==> src/rtl/grid_access_counter_if.sv <==
// Word stream into the grid access counter and its per-word / per-grid results.
interface grid_access_counter_if #(
  parameter int unsigned MODULAR_SIZE = 32,
  parameter int unsigned COUNT_WIDTH  = 16
);
  localparam int unsigned SLICE_W = MODULAR_SIZE + 2;
  localparam int unsigned WCNT_W  = $clog2(MODULAR_SIZE) + 1;

  logic               clear;
  logic               in_valid;
  logic               in_last;
  logic [SLICE_W-1:0] in_upper;
  logic [SLICE_W-1:0] in_middle;
  logic [SLICE_W-1:0] in_lower;

  logic                   out_word_valid;
  logic [WCNT_W-1:0]      out_word_count;
  logic [COUNT_WIDTH-1:0] out_total;
  logic                   out_overflow;
  logic                   out_done;

  modport master (
    output clear, in_valid, in_last, in_upper, in_middle, in_lower,
    input  out_word_valid, out_word_count, out_total, out_overflow, out_done
  );

  modport slave (
    input  clear, in_valid, in_last, in_upper, in_middle, in_lower,
    output out_word_valid, out_word_count, out_total, out_overflow, out_done
  );
endinterface

==> src/rtl/grid_access_counter.sv <==
// Three-stage pipeline: flag low-neighbour cells, popcount per word,
// then accumulate a saturating grid total with sticky overflow/done.
module grid_access_counter #(
  parameter int unsigned MODULAR_SIZE = 32,
  parameter int unsigned COUNT_WIDTH  = 16,
  parameter int unsigned THRESHOLD    = 4
) (
  input logic                 clk,
  input logic                 reset_n,
  grid_access_counter_if.slave bus
);
  localparam int unsigned SLICE_W = MODULAR_SIZE + 2;
  localparam int unsigned WCNT_W  = $clog2(MODULAR_SIZE) + 1;
  localparam int unsigned SUM_W   = ((COUNT_WIDTH > WCNT_W) ? COUNT_WIDTH : WCNT_W) + 1;
  localparam logic [4:0]       THRESH_V  = 5'(THRESHOLD);
  localparam logic [SUM_W-1:0] TOTAL_MAX = SUM_W'({COUNT_WIDTH{1'b1}});

  logic [MODULAR_SIZE-1:0] flag_c;
  logic [WCNT_W-1:0]       pop_c;
  logic [SUM_W-1:0]        acc_sum_c;
  logic                    acc_sat_c;

  logic                    s1_valid;
  logic                    s1_last;
  logic [MODULAR_SIZE-1:0] s1_flags;
  logic                    s2_valid;
  logic                    s2_last;
  logic [WCNT_W-1:0]       s2_count;
  logic [COUNT_WIDTH-1:0]  total_q;
  logic                    overflow_q;
  logic                    done_q;

  // Halo bits only ever act as neighbours; centres are bits 1..MODULAR_SIZE.
  always_comb begin
    logic [3:0] nsum;
    flag_c = '0;
    nsum   = '0;
    for (int j = 1; j <= MODULAR_SIZE; j++) begin
      nsum = 4'(bus.in_upper[j-1]) + 4'(bus.in_upper[j]) + 4'(bus.in_upper[j+1])
           + 4'(bus.in_lower[j-1]) + 4'(bus.in_lower[j]) + 4'(bus.in_lower[j+1])
           + 4'(bus.in_middle[j-1]) + 4'(bus.in_middle[j+1]);
      flag_c[j-1] = bus.in_middle[j] && ({1'b0, nsum} < THRESH_V);
    end
  end

  always_comb begin
    pop_c = '0;
    for (int i = 0; i < MODULAR_SIZE; i++) begin
      pop_c = pop_c + WCNT_W'(s1_flags[i]);
    end
  end

  // Wide enough to hold the true sum so saturation is a simple compare.
  always_comb begin
    acc_sum_c = SUM_W'(total_q) + SUM_W'(s2_count);
    acc_sat_c = (acc_sum_c > TOTAL_MAX);
  end

  always_ff @(posedge clk or negedge reset_n) begin
    if (!reset_n) begin
      s1_valid   <= 1'b0;
      s1_last    <= 1'b0;
      s1_flags   <= '0;
      s2_valid   <= 1'b0;
      s2_last    <= 1'b0;
      s2_count   <= '0;
      total_q    <= '0;
      overflow_q <= 1'b0;
      done_q     <= 1'b0;
    end else if (bus.clear) begin
      s1_valid   <= 1'b0;
      s2_valid   <= 1'b0;
      total_q    <= '0;
      overflow_q <= 1'b0;
      done_q     <= 1'b0;
    end else begin
      s1_valid <= bus.in_valid;
      if (bus.in_valid) begin
        s1_flags <= flag_c;
        s1_last  <= bus.in_last;
      end
      s2_valid <= s1_valid;
      if (s1_valid) begin
        s2_count <= pop_c;
        s2_last  <= s1_last;
      end
      // Total freezes once the grid is done until the next clear.
      if (s2_valid && !done_q) begin
        if (acc_sat_c) begin
          total_q    <= COUNT_WIDTH'(TOTAL_MAX);
          overflow_q <= 1'b1;
        end else begin
          total_q <= COUNT_WIDTH'(acc_sum_c);
        end
        if (s2_last) begin
          done_q <= 1'b1;
        end
      end
    end
  end

  assign bus.out_word_valid = s2_valid;
  assign bus.out_word_count = s2_count;
  assign bus.out_total      = total_q;
  assign bus.out_overflow   = overflow_q;
  assign bus.out_done       = done_q;
endmodule

==> src/flat_wrapper.sv <==
// flat-port wrapper written by rule: the top's interface ports become plain ports
module grid_access_counter_flat 
#(
  parameter int unsigned MODULAR_SIZE = 32,
  parameter int unsigned COUNT_WIDTH  = 16,
  parameter int unsigned THRESHOLD    = 4
)
  (clk, reset_n, bus_clear, bus_in_valid, bus_in_last, bus_in_upper, bus_in_middle, bus_in_lower, bus_out_word_valid, bus_out_word_count, bus_out_total, bus_out_overflow, bus_out_done);
  grid_access_counter_if #(.MODULAR_SIZE(MODULAR_SIZE), .COUNT_WIDTH(COUNT_WIDTH)) bus_i ();
  input logic clk;
  input logic reset_n;
  input wire logic [$bits(bus_i.clear)-1:0] bus_clear;
  input wire logic [$bits(bus_i.in_valid)-1:0] bus_in_valid;
  input wire logic [$bits(bus_i.in_last)-1:0] bus_in_last;
  input wire logic [$bits(bus_i.in_upper)-1:0] bus_in_upper;
  input wire logic [$bits(bus_i.in_middle)-1:0] bus_in_middle;
  input wire logic [$bits(bus_i.in_lower)-1:0] bus_in_lower;
  output wire logic [$bits(bus_i.out_word_valid)-1:0] bus_out_word_valid;
  output wire logic [$bits(bus_i.out_word_count)-1:0] bus_out_word_count;
  output wire logic [$bits(bus_i.out_total)-1:0] bus_out_total;
  output wire logic [$bits(bus_i.out_overflow)-1:0] bus_out_overflow;
  output wire logic [$bits(bus_i.out_done)-1:0] bus_out_done;
  assign bus_i.clear = bus_clear;
  assign bus_i.in_valid = bus_in_valid;
  assign bus_i.in_last = bus_in_last;
  assign bus_i.in_upper = bus_in_upper;
  assign bus_i.in_middle = bus_in_middle;
  assign bus_i.in_lower = bus_in_lower;
  assign bus_out_word_valid = bus_i.out_word_valid;
  assign bus_out_word_count = bus_i.out_word_count;
  assign bus_out_total = bus_i.out_total;
  assign bus_out_overflow = bus_i.out_overflow;
  assign bus_out_done = bus_i.out_done;
  grid_access_counter #(.MODULAR_SIZE(MODULAR_SIZE), .COUNT_WIDTH(COUNT_WIDTH), .THRESHOLD(THRESHOLD)) u_core (.clk(clk), .reset_n(reset_n), .bus(bus_i));
endmodule
==> config.mk <==
export PLATFORM = sky130hd
export DESIGN_NAME = grid_access_counter_flat
export DESIGN_NICKNAME = d
export VERILOG_FILES = /design/src/rtl/grid_access_counter_if.sv /design/src/rtl/grid_access_counter.sv /design/src/flat_wrapper.sv
export SDC_FILE = /design/constraint.sdc
export NUM_CORES = 1
export LEC_CHECK = 0
export ABC_AREA = 1
export ABC_CLOCK_PERIOD_IN_PS = 13800
export CAP_MARGIN = 20
export CORE_ASPECT_RATIO = 1.4
export CORE_UTILIZATION = 45
export CTS_BUF_LIST = sky130_fd_sc_hd__clkbuf_4 sky130_fd_sc_hd__clkbuf_8 sky130_fd_sc_hd__clkbuf_16
export DETAILED_ROUTE_END_ITERATION = 7
export PLACE_DENSITY = 0.79
export SKIP_LAST_GASP = 1
export SYNTH_ARGS = -nofsm -noshare
export SYNTH_HDL_FRONTEND = slang
export SYNTH_SLANG_ARGS = --single-unit
==> constraint.sdc <==
create_clock -name clk -period 13.8 [get_ports clk]
set_clock_uncertainty 0.2 [all_clocks]
set_input_delay 2.07 -clock clk [delete_from_list [all_inputs] [get_ports clk]]
set_output_delay 2.07 -clock clk [all_outputs]
set_load 0.05 [all_outputs]
==> results of run 1 <==
## power by group through the flow
stage | clock network (mW) | registers, mW | logic, mW
floorplan | 0 | 0.242 | 0.694
global placement | 0 | 0.221 | 0.907
detailed placement | 0 | 0.223 | 0.956
CTS | 0.270 | 0.220 | 0.967
global route | 0.278 | 0.223 | 1.14
finish | 0.265 | 0.220 | 0.950
## stage by stage
step | power [mW] | hold WS [ns] | setup WS (ns) | cells | utilization (%)
6_report | 1.435 | 0.2908 | 8.588 | 1319 | 56.88
3_5_place_dp | 1.178 | 0.2786 | 8.598 | 1303 | 54.82
5_1_grt | 1.643 | 0.3099 | 8.269 | 1319 | 56.88
3_3_place_gp | 1.128 | 0.2524 | 8.643 | 1303 | 54.82
4_1_cts | 1.457 | 0.2934 | 8.591 | 1319 | 56.88
2_1_floorplan | 0.9364 | 0.2422 | 8.742 | 944 | -
## metal layers
metal  GRT usage, %  routed length [um]  vias up
met5              0                   0        -
met2          40.00                9515      141
li1               -                   -     3137
met1          22.71                6568     3015
met4          7.379                 418        0
met3          2.863                 571       35
## worst max path at each step
stage,end,cells past startpoint
floorplan,u_core.bus.out_word_count[4],18
global placement,u_core.bus.out_word_count[4],18
detailed placement,u_core.bus.out_word_count[4],18
CTS,u_core.bus.out_word_count[4],18
global route,u_core.bus.out_word_count[4],18
finish,u_core.bus.out_word_count[4],18
## registers in the layout (all words and copies together) (netlist names)
register                   count
u_core.s1_last                 1
u_core.bus.out_word_valid      1
u_core.s1_valid                1
u_core.bus.out_total          16
u_core.s2_last                 1
u_core.bus.out_overflow        1
u_core.bus.out_word_count      6
u_core.bus.out_done            1
u_core.s1_flags               32
## cell type report
class / count / area, um2 / share of cell area [%]
inverter: 338 / 1270 / 12.94
timing repair buffer: 133 / 1321 / 13.46
tap: 236 / 295.3 / 3.008
clock buffer: 12 / 260.3 / 2.651
multi-input combinational: 536 / 5074 / 51.68
clock inverter: 4 / 95.09 / 0.9686
sequential: 60 / 1501 / 15.29
## cell families (layout without fill, tap and decap cells)
logic type / after synthesis / after routing / synth area share (%)
simple gates: 199 / 199 / 11.97
xor+xnor: 2 / 2 / 0.2217
buf+inv: 348 / 487 / 16.79
flops: 60 / 60 / 19.00
fa+ha+maj: 231 / 231 / 45.04
compound gates: 104 / 104 / 6.983
## worst max-delay path, cell delays in order (launching register included)
cell     delay [ns]
dfrtp_1        0.39
ha_1           0.29
inv_1          0.07
fa_1           0.43
fa_1           0.54
fa_1           0.44
fa_1           0.49
fa_1           0.53
fa_1           0.43
fa_1           0.41
fa_1           0.37
inv_1          0.07
nand2_1        0.06
nand2_1        0.06
nand2_1        0.05
nand2_1        0.06
xor2_1         0.14
nand2_1        0.06
nand2_1        0.05
## layout by cell type (no fill, tap or decap), types with 3 or more instances in the layout
master           count
a21oi_1             36
bufinv_16            3
clkbuf_16            9
clkdlybuf4s50_1    130
dfrtp_1             60
fa_1                89
ha_1               142
inv_1              334
inv_2                3
nand2_1            100
nand2_2              4
nand3_1             27
nand3_2              6
nand4_1              6
nor2_1              18
nor3_1              20
nor4_1              12
o211ai_1             3
o21ai_0             46
o21ai_1              3
o22ai_1             14
==> run summary, run 1 <==
- run status: finished, final reports clean
- floorplan die area: 18100 um2
- max-slew violation count: 0
- peak fanout along the critical path: 2
- Hold Crit Endpoint: u_core.s2_last
- critical path startpoint: u_core.s1_flags[0]
- total global-route track usage: 20.84%
- number of cells on the worst reg-to-reg path: 18
- leakage power: 5.621 nW
- main flop type after synthesis: dfrtp_1
- nets in the synthesized netlist: 1282
- share of synthesized flip-flops with an asynchronous set or reset: 100.0%
- Worst Path Arrival: 5.28 ns
- H-tree levels: 3
- DR WL/cell: 12.94 um
- final cell area excluding filler cells: 9817 um2
- setup tns final: 0 ns
- buffers inserted by post-CTS timing repair: 0
- clock slew seen by the registers of the worst setup and hold paths: 0.05 ns
- Ports: 132
- crit path launch type: register
- count of standard-cell rows: 57
- net total in the final layout: 1416
- drt drc: 0
- layout cells sized above 1: 3.509%
- sequential fraction of the synthesis area: 19.00%
- most common cell in the netlist: inv_1
- final routed wirelength across all metal layers: 17070 um
- pin count of the biggest net entering global routing: 61
- area of the mapped netlist: 7901 um2
- number of DRC markers after the initial detailed-route iteration: 274
- worst voltage drop across the vdd grid: 0.0001910 V
- number of diodes added for antenna fixing: 0
- clock insertion delay at the later pin of the skew report: 0.32 ns
- internal portion of total power: 796.3 uW
- count of buffers from port buffering: 131
- top cells by count, synth: 334 x inv_1, 142 x ha_1, 100 x nand2_1, 89 x fa_1, 60 x dfrtp_1
- cell types with the largest area share after synthesis: fa_1 23%, ha_1 22%, dfrtp_1 19%
- initial antenna violation count: 0
- setup repair after global routing missed its margin: no
- sw frac: 44.50%
- share of power burned in registers: 15.3%
- hold_buf cts: 0
- starting density of the core: 45.78%
- Max-cap violations: 0
- wire length of the first global-routing pass: 30100 um
- total net switching power: 638.6 uW
- area fraction of the dominant cell type after synthesis: 22.55%
- CTS tree: done
- YS warnings: 0
- transition time at the pin with the least slew margin: 0.8229 ns
- power share of the combinational group: 66.2%
- post-detail-place hpwl: 14730 um
- critical path required time: 13.86 ns
- synthesized instance count: 944
- clk buf depth: 2
- clock tree sinks: 60
- final setup vio count: 0
- overall die height: 158.8 um
- die boundary width: 114.0 um
- Power Density: 146.2 nW/um2
- number of cells traversed by the worst hold path: 2
- final critical delay including setup and external delays: 5.212 ns
- DP Area: 9462 um2
- f_max: 191.9 MHz
- post-synthesis register bit count: 60
- Crit Path Class: register to register
- hold violation count in the final report: 0
- filler cell count: 1536
- Min-Delay Startpoint: u_core.s1_last
- setup slack, reg-to-reg: 8.59 ns
- number of flops mapped to enable cells by yosys: 0
- via count of the first global-routing pass: 6846
- worst hold path class: register to register
- via count: 6328
- post-synth top area cell: fa_1
- part of the power in the clock network: 18.5%
- CTS root buffer: clkbuf_16
- drt via density: 4.798
- Area Growth Syn to Fin: 24.24%
- Worst R2R Start: u_core.s1_flags[0]
- number of nets with antenna violations after routing: 0
- Post-Syn Area per Cell: 8.370 um2
- reg-to-reg endpoint: u_core.bus.out_word_count[4]
- Relative slew margins: 45.08%
- number of distinct standard cells referenced by the synthesized netlist: 33
- Setup crit end kind: register
- Post-CTS Resized: 0
- overflow left after global routing: 0
- TritonCTS Buffers: 9
- routability congestion estimate from global placement: 0.8744
- drt first pass iters: 4
- Final period util: 37.76%
- total core area: 17260 um2
Note: power is estimated with default switching activity, not from simulation.
==> run 2, diff against run 1 <==
- ABC_CLOCK_PERIOD_IN_PS: 13800 -> 4700
- PLACE_DENSITY: 0.79 -> 0.82
- clock period: 13.8 -> 4.7 ns (I/O delays scaled with it)
==> run summary, run 2 (synthesis results as in run 1) <==
- run status: finished with violations
- failing checks: negative setup slack
- total global-route track usage: 20.81%
- count of buffers from port buffering: 131
- critical path cell sequence: ha_1, inv_2, fa_1, fa_1, fa_1, fa_1, fa_1, fa_1, fa_2, fa_2, inv_2, nand2_2, buf_4, buf_6, buf_6, nand2_2, o21ai_1
- floorplan die area: 18100 um2
- Crit Path Class: register to register
- count of standard-cell rows: 57
- number of nets with antenna violations after routing: 0
- CTS root buffer: clkbuf_16
- utilization after layout: 57.16%
- layout cells sized above 1: 5.032%
- drt drc: 0
- Worst Slack Setup Final: -0.4193 ns
- Buf/Inv on CP: 5
- slowest stage delay, CP: 0.51 ns
- worst hold path class: input pin to async pin
- crit path launch type: register
- post-detail-place hpwl: 14960 um
- dominant delay contributor by cell family on the critical path: adder cells
- routability congestion estimate from global placement: 0.8999
- starting density of the core: 45.78%
- Max-cap violations: 0
- initial antenna violation count: 0
- cell repeated most along the worst path: fa_1
- Power Density: 476.4 nW/um2
- H-tree levels: 3
- number of diodes added for antenna fixing: 0
- net total in the final layout: 1426
- f_max: 195.3 MHz
- flip-flop count of the largest register, all copies and words added: 32
- final setup vio count: 5
- Crit. path cell count: 17
- number of cells on the worst reg-to-reg path: 17
- leading cell type in the layout, fill and taps excluded: inv_1
- clk buf depth: 2
- total core area: 17260 um2
- via count: 6407
- overall power: 4.699 mW
- final routed wirelength across all metal layers: 17480 um
- max-slew violation count: 0
- filler cell count: 1521
- drt via density: 4.821
- commonest cells after routing, fill and taps aside: 332 x inv_1, 142 x ha_1, 130 x clkdlybuf4s50_1
- wire length of the first global-routing pass: 30360 um
- final critical delay including setup and external delays: 5.119 ns
- critical path required time: 4.71 ns
- Worst Path Arrival: 5.13 ns
- peak fanout along the critical path: 2
- pin count of the biggest net entering global routing: 43
- die boundary width: 114.0 um
- clock tree sinks: 60
- overall die height: 158.8 um
- hold violation count in the final report: 0
- reg-to-reg endpoint: u_core.bus.out_word_count[2]
- Relative slew margins: 47.05%
- Area Growth Syn to Fin: 24.85%
- leakage power: 5.643 nW
- setup slack, reg-to-reg: -0.42 ns
- cell with the biggest individual delay on the critical path: fa_1
- largest register by flop count: u_core.s1_flags
- drt first pass iters: 6
- Ports: 132
- Worst R2R Start: u_core.s1_flags[0]
- Final period util: 108.9%
- number of DRC markers after the initial detailed-route iteration: 328
- DR WL/cell: 13.15 um
- via count of the first global-routing pass: 6961
- transition time at the pin with the least slew margin: 0.7934 ns
- Setup crit end kind: register
- setup repair after global routing missed its margin: yes
- clock slew seen by the registers of the worst setup and hold paths: 0.05 ns
- clock insertion delay at the later pin of the skew report: 0.32 ns
- hold_buf cts: 0
- CTS tree: done
- TritonCTS Buffers: 9
- worst voltage drop across the vdd grid: 0.0008061 V
- overflow left after global routing: 0
-- run 2: repair_timing --
action | in CTS | in global routing
pin swaps | 8 | 3
gates cloned | 0 | 0
resized for setup | 3 | 4
endpoints found under the setup margin | 5 | 5
buffers inserted | 2 | 4
-- run 2: final cells by class --
cell class	count	area, um2	area share, %
Tap cell	236	295.3	2.993
Clock inverter	4	47.55	0.4820
Multi-Input combinational cell	536	5086	51.56
Sequential cell	60	1501	15.22
Timing Repair Buffer	143	1404	14.23
Clock buffer	12	260.3	2.638
Inverter	338	1270	12.87
-- run 2: worst max-delay path by stage --
stage	from	slack [ns]	end
2_1_floorplan	u_core.s1_flags[0]	-0.24	u_core.bus.out_word_count[4]
3_3_place_gp	u_core.s1_flags[0]	-0.37	u_core.bus.out_word_count[4]
3_5_place_dp	u_core.s1_flags[0]	-0.44	u_core.bus.out_word_count[4]
4_1_cts	u_core.s1_flags[0]	-0.38	u_core.bus.out_word_count[4]
5_1_grt	u_core.s1_flags[1]	-0.57	u_core.bus.out_word_count[4]
6_report	u_core.s1_flags[0]	-0.42	u_core.bus.out_word_count[2]
-- run 2: metal layers --
layer	vias to the layer above	track usage (%)	share of wire, %
met1	3070	22.62	39
met5	-	0	0
met2	146	40.33	55
met3	41	2.672	3.1
met4	0	6.966	2.8
li1	3150	-	-
-- run 2: worst reg2reg max path: stages, from the launching register on --
cell     delay [ns]
dfrtp_1        0.38
ha_1           0.29
inv_2          0.04
fa_1           0.49
fa_1           0.44
fa_1           0.51
fa_1           0.43
fa_1           0.51
fa_1           0.44
fa_2           0.37
fa_2           0.34
inv_2          0.07
nand2_2        0.05
buf_4          0.13
buf_6          0.10
buf_6          0.10
nand2_2        0.05
o21ai_1        0.05
-- run 2: through the flow --
step	area, um2	cells	setup slack (ns)	hold WS, ns	setup TNS (ns)
6_report	9864	1329	-0.4193	0.2186	-1.467
5_1_grt	9864	1329	-0.5686	0.2740	-2.177
4_1_cts	9838	1326	-0.3802	0.2382	-1.318
3_5_place_dp	9507	1308	-0.4406	0.2618	-1.461
3_3_place_gp	9507	1308	-0.3716	0.2510	-0.8692
2_1_floorplan	7909	944	-0.2363	0.2094	-0.2953
-- run 2: power by group --
group	internal (mW)	total, mW	switching, mW
sequential	0.598	0.645	0.0469
clock	0.443	0.671	0.228
combinational	1.55	3.38	1.83
total	2.59	4.70	2.11
==> run 3, diff against run 2 <==
- CORE_ASPECT_RATIO: 1.4 -> default
- CTS_CLUSTER_SIZE: default -> 28
- SLEW_MARGIN: default -> 20
==> run summary, run 3 (synthesis results as in run 1) <==
- Area Growth Syn to Fin: 24.62%
- post-detail-place hpwl: 14710 um
- f_max: 194.7 MHz
- utilization after layout: 57.13%
- dominant delay contributor by cell family on the critical path: adder cells
- Ports: 132
- share of power burned in registers: 14.4%
- worst hold path class: register to register
- number of DRC markers after the initial detailed-route iteration: 292
- Buf/Inv on CP: 2
- WHS: 0.2849 ns
- H-tree levels: 3
- die boundary width: 134.5 um
- count of placed standard cells including taps: 1299
- net total in the final layout: 1426
- drt first pass iters: 6
- critical path cell sequence: ha_1, inv_2, fa_1, fa_1, fa_1, fa_1, fa_1, fa_1, fa_2, fa_2, inv_2, nand2_2, nand2_1, nand2_1, nand2_1, xor2_1, nand2_1, nand2_1
- worst voltage drop across the vdd grid: 0.0005736 V
- initial antenna violation count: 0
- crit path launch type: register
- via count: 6358
- transition time at the pin with the least slew margin: 0.9025 ns
- clock tree sinks: 60
- run status: finished with violations
- critical path required time: 4.77 ns
- Crit Path Class: register to register
- pin count of the biggest net entering global routing: 43
- wire length of the first global-routing pass: 29640 um
- final setup vio count: 5
- leakage power: 5.644 nW
- peak fanout along the critical path: 2
- cell with the biggest individual delay on the critical path: fa_1
- overall power: 4.486 mW
- count of buffers from port buffering: 131
- part of the power in the clock network: 15.2%
- clock insertion delay at the later pin of the skew report: 0.33 ns
- final routed wirelength across all metal layers: 17200 um
- number of cells traversed by the worst hold path: 2
- drt via density: 4.831
- Non-Filler Instances: 1316
- clk buf depth: 2
- overall die height: 134.5 um
- CTS tree: done
- hold violation count in the final report: 0
- total core area: 17240 um2
- number of diodes added for antenna fixing: 0
- Post-Place Worst Slack: -0.4367 ns
- Worst Path Arrival: 5.21 ns
- total net switching power: 1.998 mW
- max-slew violation count: 0
- largest register by flop count: u_core.s1_flags
- number of nets with antenna violations after routing: 0
- routability congestion estimate from global placement: 0.8850
- starting density of the core: 45.84%
- DR WL/cell: 13.07 um
- cell repeated most along the worst path: fa_1
- leading cell type in the layout, fill and taps excluded: inv_1
- total global-route track usage: 20.77%
- flip-flop count of the largest register, all copies and words added: 32
- TritonCTS Buffers: 9
- Crit. path cell count: 18
- power share of the combinational group: 70.3%
- final critical delay including setup and external delays: 5.136 ns
- Max-cap violations: 0
- Setup crit end kind: register
- sw frac: 44.54%
- count of standard-cell rows: 48
- CTS root buffer: clkbuf_16
- overflow left after global routing: 0
- via count of the first global-routing pass: 6567
- number of cells on the worst reg-to-reg path: 18
- Worst Slack Setup Final: -0.4364 ns
- Final period util: 109.3%
- Power Density: 455.6 nW/um2
- slowest stage delay, CP: 0.54 ns
- setup repair after global routing missed its margin: yes
- drt drc: 0
- commonest cells after routing, fill and taps aside: 332 x inv_1, 142 x ha_1, 130 x clkdlybuf4s50_1
- floorplan die area: 18090 um2
- internal portion of total power: 2.488 mW
- clock slew seen by the registers of the worst setup and hold paths: 0.05 ns
- layout cells sized above 1: 4.858%
- filler cell count: 1530
- failing checks: negative setup slack
- Relative slew margins: 39.83%
run 3: routing by layer:
metal  track usage [%]  wire length, um  part of all wire [%]  vias up
li1                  -                -                     -     3152
met1             24.73             7219                    42     3031
met2             38.03             8819                    51      149
met3             3.904              881                   5.1       26
met4             5.868              282                   1.6        0
met5                 0                0                     0        -
run 3: timing repair:
| item | 4_1_cts | 5_1_grt |
|---|---|---|
| endpoints found under the setup margin | 5 | 6 |
| hold buffers | 0 | 0 |
| gates resized for setup | 0 | 4 |
| setup buffers | 2 | 1 |
| gates cloned | 0 | 0 |
| endpoints found under the hold margin | 0 | 0 |
| pin swaps | 3 | 3 |
run 3: worst register-to-register path, cell delays in order, from the launching register on:
cell	delay (ns)
dfrtp_1	0.39
ha_1	0.29
inv_2	0.04
fa_1	0.51
fa_1	0.43
fa_1	0.53
fa_1	0.43
fa_1	0.54
fa_1	0.45
fa_2	0.37
fa_2	0.35
inv_2	0.07
nand2_2	0.05
nand2_1	0.05
nand2_1	0.05
nand2_1	0.07
xor2_1	0.14
nand2_1	0.06
nand2_1	0.05
run 3: layout make-up:
class,instances,area (um2),area share (%)
clock buffer,13,280.3,2.846
tap,225,281.5,2.859
timing repair buffer,143,1396,14.18
clock inverter,1,30.03,0.3050
inverter,338,1270,12.90
sequential,60,1501,15.25
multi-input combinational,536,5087,51.66
run 3: power by group through the flow:
stage               Sequential, mW  Combinational [mW]  Clock, mW
global placement             0.649                2.79          0
detailed placement           0.655                3.03          0
CTS                          0.647                3.13      0.693
floorplan                    0.711                2.15          0
finish                       0.648                3.16      0.683
global route                 0.656                3.67      0.716
run 3: worst paths after layout:
| kind | from | to | slack (ns) |
|---|---|---|---|
| max | u_core.s1_flags[1] | u_core.bus.out_word_count[4] | -0.44 |
| min | u_core.s1_last | u_core.s2_last | 0.28 |
| max reg2reg | u_core.s1_flags[1] | u_core.bus.out_word_count[4] | -0.44 |
| min reg2reg | u_core.s1_last | u_core.s2_last | 0.28 |
| max in group asynchronous | reset_n | u_core.s1_flags[18] | 3.17 |
| min in group asynchronous | reset_n | u_core.bus.out_total[14] | 0.30 |
run 3: metrics by stage:
stage / instance area (um2) / TNS, ns
after global routing: 9847 / -2.349
after floorplan: 7909 / -0.2953
after detailed placement: 9508 / -1.235
after global placement: 9508 / -0.8842
final: 9847 / -1.502
after CTS: 9833 / -1.317
